<file path="src/rtl/cache_sa_wb_if.sv">
// CPU-side and physical-memory-side signal bundle for cache_sa_wb.
// The cache connects through the slave modport; the CPU/memory side uses master.
interface cache_sa_wb_if #(
    parameter int unsigned ADDR_WIDTH = 16,
    parameter int unsigned LINE_WORDS = 8
);
    logic [ADDR_WIDTH-1:0]      mem_address;
    logic                       mem_read;
    logic                       mem_write;
    logic [1:0]                 mem_byte_enable;
    logic [15:0]                mem_wdata;
    logic [15:0]                mem_rdata;
    logic                       mem_resp;
    logic [ADDR_WIDTH-1:0]      pmem_address;
    logic                       pmem_read;
    logic                       pmem_write;
    logic [16*LINE_WORDS-1:0]   pmem_wdata;
    logic [16*LINE_WORDS-1:0]   pmem_rdata;
    logic                       pmem_resp;

    modport slave (
        input  mem_address, mem_read, mem_write, mem_byte_enable, mem_wdata,
        input  pmem_rdata, pmem_resp,
        output mem_rdata, mem_resp,
        output pmem_address, pmem_read, pmem_write, pmem_wdata
    );

    modport master (
        output mem_address, mem_read, mem_write, mem_byte_enable, mem_wdata,
        output pmem_rdata, pmem_resp,
        input  mem_rdata, mem_resp,
        input  pmem_address, pmem_read, pmem_write, pmem_wdata
    );
endinterface

</file>
<file path="src/rtl/cache_sa_wb.sv">
// N-way set-associative write-back/write-allocate cache with tree pseudo-LRU.
// Optional CACHE_PERF_CNT_EN adds saturating hit/miss/writeback counters.
module cache_sa_wb #(
    parameter int unsigned NUM_WAYS   = 2,
    parameter int unsigned NUM_SETS   = 8,
    parameter int unsigned LINE_WORDS = 8,
    parameter int unsigned ADDR_WIDTH = 16
) (
    input  logic        clk,
    input  logic        rst,
`ifdef CACHE_PERF_CNT_EN
    input  logic        perf_clear,
    output logic [31:0] hit_count,
    output logic [31:0] miss_count,
    output logic [31:0] wb_count,
`endif
    cache_sa_wb_if.slave bus
);
    localparam int unsigned OFF    = $clog2(LINE_WORDS) + 1;
    localparam int unsigned IDX    = $clog2(NUM_SETS);
    localparam int unsigned TAG    = ADDR_WIDTH - IDX - OFF;
    localparam int unsigned LINE_W = 16 * LINE_WORDS;
    localparam int unsigned WAY_W  = $clog2(NUM_WAYS);
    localparam int unsigned PLRU_W = NUM_WAYS - 1;
    localparam int unsigned WSEL_W = OFF - 1;

    typedef enum logic [1:0] {IDLE, WRITEBACK, FILL} state_t;

    state_t               state_q, state_d;
    logic [NUM_WAYS-1:0]  valid_q [NUM_SETS];
    logic [NUM_WAYS-1:0]  dirty_q [NUM_SETS];
    logic [PLRU_W-1:0]    plru_q  [NUM_SETS];
    logic [TAG-1:0]       tag_q   [NUM_SETS][NUM_WAYS];
    logic [LINE_W-1:0]    data_q  [NUM_SETS][NUM_WAYS];
    logic [WAY_W-1:0]     vict_q;
    logic [TAG-1:0]       miss_tag_q;
    logic [IDX-1:0]       miss_idx_q;

    logic [TAG-1:0]       req_tag;
    logic [IDX-1:0]       req_idx;
    logic [WSEL_W-1:0]    wsel;
    logic                 req, hit, inv_found;
    logic [WAY_W-1:0]     hit_way, inv_way, victim;
    logic [LINE_W-1:0]    hit_line, merge_line;
    logic                 hit_go, miss_go, fill_done, wb_done;
    logic                 unused_addr_lsb;

    // Walk the tree along the LRU pointers to find the victim way.
    function automatic logic [WAY_W-1:0] plru_victim(input logic [PLRU_W-1:0] bits);
        logic [NUM_WAYS-1:0] ext;
        logic [WAY_W-1:0]    node, way;
        logic                b;
        ext  = NUM_WAYS'(bits);
        node = '0;
        way  = '0;
        for (int l = 0; l < int'(WAY_W); l++) begin
            b    = ext[node];
            way  = WAY_W'({way, b});
            node = WAY_W'(32'(node) * 2 + 32'(b) + 1);
        end
        return way;
    endfunction

    // Point every node on the path to the accessed way away from it.
    function automatic logic [PLRU_W-1:0] plru_touch(input logic [PLRU_W-1:0] bits,
                                                     input logic [WAY_W-1:0]  way);
        logic [NUM_WAYS-1:0] ext;
        logic [WAY_W-1:0]    node, sh;
        logic                b;
        ext  = NUM_WAYS'(bits);
        node = '0;
        sh   = way;
        for (int l = 0; l < int'(WAY_W); l++) begin
            b         = sh[WAY_W-1];
            ext[node] = ~b;
            node      = WAY_W'(32'(node) * 2 + 32'(b) + 1);
            sh        = sh << 1;
        end
        return ext[PLRU_W-1:0];
    endfunction

    assign req_tag         = bus.mem_address[ADDR_WIDTH-1 -: TAG];
    assign req_idx         = bus.mem_address[OFF +: IDX];
    assign wsel            = bus.mem_address[1 +: WSEL_W];
    assign unused_addr_lsb = bus.mem_address[0];
    assign req             = bus.mem_read | bus.mem_write;

    always_comb begin
        hit       = 1'b0;
        hit_way   = '0;
        inv_found = 1'b0;
        inv_way   = '0;
        for (int w = 0; w < int'(NUM_WAYS); w++) begin
            if (valid_q[req_idx][w] && tag_q[req_idx][w] == req_tag) begin
                hit     = 1'b1;
                hit_way = WAY_W'(w);
            end
        end
        for (int w = int'(NUM_WAYS) - 1; w >= 0; w--) begin
            if (!valid_q[req_idx][w]) begin
                inv_found = 1'b1;
                inv_way   = WAY_W'(w);
            end
        end
        victim = inv_found ? inv_way : plru_victim(plru_q[req_idx]);
    end

    // Byte-lane merge of the CPU write word into the hit line.
    always_comb begin
        hit_line   = data_q[req_idx][hit_way];
        merge_line = hit_line;
        if (bus.mem_byte_enable[0]) merge_line[{wsel, 4'd0} +: 8] = bus.mem_wdata[7:0];
        if (bus.mem_byte_enable[1]) merge_line[{wsel, 4'd8} +: 8] = bus.mem_wdata[15:8];
    end

    assign bus.pmem_wdata = data_q[miss_idx_q][vict_q];

    always_comb begin
        state_d          = state_q;
        bus.mem_resp     = 1'b0;
        bus.mem_rdata    = '0;
        bus.pmem_read    = 1'b0;
        bus.pmem_write   = 1'b0;
        bus.pmem_address = '0;
        hit_go           = 1'b0;
        miss_go          = 1'b0;
        fill_done        = 1'b0;
        wb_done          = 1'b0;
        unique case (state_q)
            IDLE: begin
                if (req && hit) begin
                    hit_go       = 1'b1;
                    bus.mem_resp = 1'b1;
                    if (!bus.mem_write) bus.mem_rdata = hit_line[{wsel, 4'd0} +: 16];
                end else if (req) begin
                    miss_go = 1'b1;
                    state_d = (valid_q[req_idx][victim] && dirty_q[req_idx][victim])
                              ? WRITEBACK : FILL;
                end
            end
            WRITEBACK: begin
                bus.pmem_write   = 1'b1;
                bus.pmem_address = {tag_q[miss_idx_q][vict_q], miss_idx_q, OFF'(0)};
                if (bus.pmem_resp) begin
                    wb_done = 1'b1;
                    state_d = FILL;
                end
            end
            FILL: begin
                bus.pmem_read    = 1'b1;
                bus.pmem_address = {miss_tag_q, miss_idx_q, OFF'(0)};
                if (bus.pmem_resp) begin
                    fill_done = 1'b1;
                    state_d   = IDLE;
                end
            end
            default: state_d = IDLE;
        endcase
    end

    always_ff @(posedge clk) begin
        if (rst) state_q <= IDLE;
        else     state_q <= state_d;
    end

    // Metadata: valid/dirty/PLRU and the latched miss context.
    always_ff @(posedge clk) begin
        if (rst) begin
            for (int s = 0; s < int'(NUM_SETS); s++) begin
                valid_q[s] <= '0;
                dirty_q[s] <= '0;
                plru_q[s]  <= '0;
            end
            vict_q     <= '0;
            miss_tag_q <= '0;
            miss_idx_q <= '0;
        end else begin
            if (miss_go) begin
                vict_q     <= victim;
                miss_tag_q <= req_tag;
                miss_idx_q <= req_idx;
            end
            if (hit_go) begin
                plru_q[req_idx] <= plru_touch(plru_q[req_idx], hit_way);
                if (bus.mem_write && (bus.mem_byte_enable != 2'b00))
                    dirty_q[req_idx][hit_way] <= 1'b1;
            end
            if (fill_done) begin
                valid_q[miss_idx_q][vict_q] <= 1'b1;
                dirty_q[miss_idx_q][vict_q] <= 1'b0;
            end
        end
    end

    always_ff @(posedge clk) begin
        if (hit_go && bus.mem_write) data_q[req_idx][hit_way] <= merge_line;
        if (fill_done) begin
            data_q[miss_idx_q][vict_q] <= bus.pmem_rdata;
            tag_q[miss_idx_q][vict_q]  <= miss_tag_q;
        end
    end

`ifdef CACHE_PERF_CNT_EN
    always_ff @(posedge clk) begin
        if (rst || perf_clear) begin
            hit_count  <= '0;
            miss_count <= '0;
            wb_count   <= '0;
        end else begin
            if (hit_go  && hit_count  != 32'hFFFF_FFFF) hit_count  <= hit_count  + 32'd1;
            if (miss_go && miss_count != 32'hFFFF_FFFF) miss_count <= miss_count + 32'd1;
            if (wb_done && wb_count   != 32'hFFFF_FFFF) wb_count   <= wb_count   + 32'd1;
        end
    end
`else
    // Counters absent; wb_done only feeds them.
    logic unused_wb_done;
    assign unused_wb_done = wb_done;
`endif
endmodule

</file>
<file path="src/flat_wrapper.sv">
// flat-port wrapper written by rule: the top's interface ports become plain ports
module cache_sa_wb_flat 
#(
    parameter int unsigned NUM_WAYS   = 2,
    parameter int unsigned NUM_SETS   = 8,
    parameter int unsigned LINE_WORDS = 8,
    parameter int unsigned ADDR_WIDTH = 16
)
  (clk, rst, bus_mem_address, bus_mem_read, bus_mem_write, bus_mem_byte_enable, bus_mem_wdata, bus_pmem_rdata, bus_pmem_resp, bus_mem_rdata, bus_mem_resp, bus_pmem_address, bus_pmem_read, bus_pmem_write, bus_pmem_wdata);
  cache_sa_wb_if #(.ADDR_WIDTH(ADDR_WIDTH), .LINE_WORDS(LINE_WORDS)) bus_i ();
  input  logic clk;
  input  logic rst;
  input wire logic [$bits(bus_i.mem_address)-1:0] bus_mem_address;
  input wire logic [$bits(bus_i.mem_read)-1:0] bus_mem_read;
  input wire logic [$bits(bus_i.mem_write)-1:0] bus_mem_write;
  input wire logic [$bits(bus_i.mem_byte_enable)-1:0] bus_mem_byte_enable;
  input wire logic [$bits(bus_i.mem_wdata)-1:0] bus_mem_wdata;
  input wire logic [$bits(bus_i.pmem_rdata)-1:0] bus_pmem_rdata;
  input wire logic [$bits(bus_i.pmem_resp)-1:0] bus_pmem_resp;
  output wire logic [$bits(bus_i.mem_rdata)-1:0] bus_mem_rdata;
  output wire logic [$bits(bus_i.mem_resp)-1:0] bus_mem_resp;
  output wire logic [$bits(bus_i.pmem_address)-1:0] bus_pmem_address;
  output wire logic [$bits(bus_i.pmem_read)-1:0] bus_pmem_read;
  output wire logic [$bits(bus_i.pmem_write)-1:0] bus_pmem_write;
  output wire logic [$bits(bus_i.pmem_wdata)-1:0] bus_pmem_wdata;
  assign bus_i.mem_address = bus_mem_address;
  assign bus_i.mem_read = bus_mem_read;
  assign bus_i.mem_write = bus_mem_write;
  assign bus_i.mem_byte_enable = bus_mem_byte_enable;
  assign bus_i.mem_wdata = bus_mem_wdata;
  assign bus_i.pmem_rdata = bus_pmem_rdata;
  assign bus_i.pmem_resp = bus_pmem_resp;
  assign bus_mem_rdata = bus_i.mem_rdata;
  assign bus_mem_resp = bus_i.mem_resp;
  assign bus_pmem_address = bus_i.pmem_address;
  assign bus_pmem_read = bus_i.pmem_read;
  assign bus_pmem_write = bus_i.pmem_write;
  assign bus_pmem_wdata = bus_i.pmem_wdata;
  cache_sa_wb #(.NUM_WAYS(NUM_WAYS), .NUM_SETS(NUM_SETS), .LINE_WORDS(LINE_WORDS), .ADDR_WIDTH(ADDR_WIDTH)) u_core (.clk(clk), .rst(rst), .bus(bus_i));
endmodule
</file>
<file path="config.mk">
export PLATFORM = sky130hd
export DESIGN_NAME = cache_sa_wb_flat
export DESIGN_NICKNAME = d
export VERILOG_FILES = /design/src/rtl/cache_sa_wb_if.sv /design/src/rtl/cache_sa_wb.sv /design/src/flat_wrapper.sv
export SDC_FILE = /design/constraint.sdc
export NUM_CORES = 2
export LEC_CHECK = 0
export BUFFER_PORTS_ARGS = -buffer_cell sky130_fd_sc_hd__buf_4
export CAP_MARGIN = 10
export CORE_MARGIN = 2
export CORE_UTILIZATION = 35
export DETAILED_ROUTE_END_ITERATION = 10
export PLACE_DENSITY = 0.47
export SLEW_MARGIN = 20
export SYNTH_ARGS = -nofsm -noshare
export SYNTH_HDL_FRONTEND = slang
export SYNTH_SLANG_ARGS = --single-unit
</file>
<file path="constraint.sdc">
create_clock -name clk -period 22.8 [get_ports clk]
set_input_delay 1.14 -clock clk [delete_from_list [all_inputs] [get_ports clk]]
set_output_delay 1.14 -clock clk [all_outputs]
set_load 0.005 [all_outputs]
</file>
==> flow_metrics.tcl <==
set metrics [dict create \
    ys_types 74 \
    grt_pass1_wl_mm 585 \
    dieArea_sq_mm 0.302 \
    ir_drop_mv 0.0564 \
    start_util 0.351 \
    fin_ws_ps 13120 \
    clk_pin_slew_worst_paths_ps 60 \
    clock_latency_ps 910 \
    firstDrtPassIters 6 \
    relSlewSlack 0.169 \
    ys_ff_latch 2250 \
    drt_iter0_markers 10020 \
    synth_flop_cell "edfxtp_1" \
    ys.warnings.count 0 \
    final_cells 10645 \
    critPathRequiredTime_ps 21660 \
    routabilityCongestion 0.895 \
    portBuffers 324 \
    setup_viol 0 \
    critPathMostFrequentCell "buf_4" \
    wire_per_inst_um 40.8 \
    cp_data_arrival_time_ps 8540 \
    post-route-min-period_ps 9680 \
    status "complete, no violations" \
    htree_levels 5 \
    area_delta_synth_final_pct 15.8 \
    placed_cells 10173 \
    drv_slew 0 \
    yosysSeqAreaShare 0.645 \
    finalCoreUtilization 0.407 \
    synthArstFlopShare 0 \
    drc 0 \
    root_buffer "clkbuf_16" \
    final_antenna_net_count 0 \
    crit_chain "buf_8 > buf_4 > buf_12 > inv_2 > a221o_1 > a22oi_1 > xnor2_1 > or4b_1 > buf_4 > nor2_8 > buf_12 > mux2_2 > mux4_2 > a221oi_1 > buf_4" \
    max_freq_mhz 103 \
    grt_usage 0.281 \
    cts_buffers 262 \
    cts_tree "built" \
    synth_edf_count 2216 \
    hpwl_mm 247 \
    fp.dieW_um 550 \
    fp.dieH_um 550 \
    power_leakage_nw 37.5 \
    grt_start_max_net_pins 141 \
    grt-ovfl-total 0 \
    grt_pass1_vias 68091 \
    layout_common_cells "edfxtp_1 (2216), mux4_2 (734), a22oi_1 (651)" \
    syn-cell-area_sq_mm 0.104 \
    avgSynthCellArea_sq_um 17.0 \
    cpPeakStageDelay_ps 860 \
    slowest_stage "a221oi_1" \
    num_rows 200 \
    setup_tns_ps 0 \
    coreArea_sq_mm 0.297 \
    cp-end-kind "output pin" \
    p_per_area_mw_per_mm2 84.9 \
    pin_count 330 \
    cp_max_fo 71 \
    cts_sinks 2250 \
    hold_buffers 0 \
    hold_class "flop to flop" \
    cts_resized 0 \
    layout-drive-gt1-share 0.295 \
    cp-start-kind "input pin" \
    layout_commonest_cell "edfxtp_1" \
    cts_setup_buffers 0 \
    rsz0062_at_grt "no" \
    skew_ps 62.0 \
    via_count 69389 \
    syn_inst 6153 \
    viasPerCell 6.52 \
    hold_viol 0 \
    critPathKind "input pin to output pin" \
    drv_cap 0 \
    fin_crit_sh 0.424 \
    tightestPinTransition_ps 1210 \
    antenna_found_initial 21 \
    nNetsFinal 6675 \
    dp_slack_ps 13220 \
    clk_path_buf_depth 4 \
    wirelength_mm 435 \
]
==> worst max-delay path: cells and delay by family <==
family                 cells  cell delay [ps]
AND/OR/NAND/NOR            2             1360
AO/OA/AOI/OAI              3             1530
multiplexers               2             1140
XOR/XNOR                   1              210
buffers and inverters      7             2910
==> metal layers <==
| metal | GRT usage | vias up | wire length [um] |
|---|---|---|---|
| li1 | - | 26900 | - |
| met1 | 0.388 | 37274 | 178000 |
| met2 | 0.433 | 4390 | 198000 |
| met3 | 0.0441 | 823 | 36600 |
| met4 | 0.135 | 2 | 22900 |
| met5 | 0 | - | 12 |
==> logic make-up after synthesis <==
family,count (synthesis),synth area share
AO/OA/AOI/OAI,1337,0.0924
multiplexers,1160,0.202
AND/OR/NAND/NOR,850,0.0386
buffers and inverters,532,0.0204
flip-flops,2250,0.645
adder cells (fa/ha/maj),9,0.00108
XOR/XNOR,14,0.00118
other,1,0.0000360
==> stage by stage <==
step	cell area (sq um)	hold slack [ps]	power, mW
2_1_floorplan	104000	435	5.53
3_3_place_gp	112000	450	6.14
3_5_place_dp	112000	463	6.15
4_1_cts	121000	460	10.3
5_1_grt	121000	497	10.5
6_report	121000	477	10.3
==> synthesized netlist by cell type, types with 6 or more instances <==
cell	n	share of area
nor2_1	297	0.011
mux2_2	172	0.019
o21a_1	10	0.00072
a21oi_1	147	0.0071
o21ai_0	163	0.0078
nand3_1	30	0.0014
o22ai_1	29	0.0017
nor2b_1	29	0.0017
a222oi_1	19	0.0018
a221oi_1	141	0.012
xnor2_1	10	0.00084
nor4_1	8	0.00048
mux2i_1	252	0.024
buf_2	48	0.0023
and2_1	6	0.00036
edfxtp_1	2216	0.64
nand4_1	130	0.0078
o221ai_1	21	0.0018
a211oi_1	19	0.0014
or2_2	10	0.00060
a21o_1	21	0.0015
a31oi_1	18	0.0011
a221o_1	26	0.0025
nand2b_1	14	0.00084
clkbuf_1	336	0.012
inv_1	11	0.00040
a22oi_1	651	0.047
nor3_1	40	0.0019
ha_1	9	0.0011
and3_1	6	0.00036
a22o_1	28	0.0024
dfxtp_1	34	0.0065
mux4_2	734	0.16
nand2_1	227	0.0082
buf_1	117	0.0042
buf_4	12	0.00086
or3_1	10	0.00060
and4_1	18	0.0015
==> area by class of cell <==
type,count,area [sq um]
sequential,2250,67200
clock buffer,310,6840
clock inverter,150,1510
inverter,16,62.6
multi-input combinational,3374,35400
timing repair buffer,595,4850
fill,26875,176000
antenna,11,27.5
tap,3939,4930
==> where the power goes <==
group / switching [mW] / internal [mW] / leakage [nW]
sequential: 0.0392 / 4.72 / 20.4
combinational: 0.840 / 0.476 / 13.0
clock: 1.75 / 2.43 / 4.07
total: 2.63 / 7.62 / 37.5
==> final timing paths <==
| kind | startpoint | end | slack (ps) | cells after the start |
|---|---|---|---|---|
| max | bus_mem_address[6] | bus_mem_rdata[3] | 13120 | 15 |
| min | u_core.valid_q[7][0]$_DFF_P_ | u_core.valid_q[7][0]$_DFF_P_ | 480 | 2 |
| max reg2reg | u_core.tag_q[6][7]$_DFFE_PP_ | u_core.data_q[6][22]$_DFFE_PP_ | 15800 | 13 |
| min reg2reg | u_core.valid_q[7][0]$_DFF_P_ | u_core.valid_q[7][0]$_DFF_P_ | 480 | 2 |
==> sequential cells by signal, summed over array words and instances, names as in the netlist, named ones only <==
signal             flops
u_core.data_q       2048
u_core.plru_q          8
u_core.valid_q        16
u_core.state_q         2
u_core.dirty_q        16
u_core.miss_idx_q      3
u_core.miss_tag_q      9
u_core.tag_q         144
u_core.vict_q          1
Note: power is estimated with default switching activity, not from simulation.
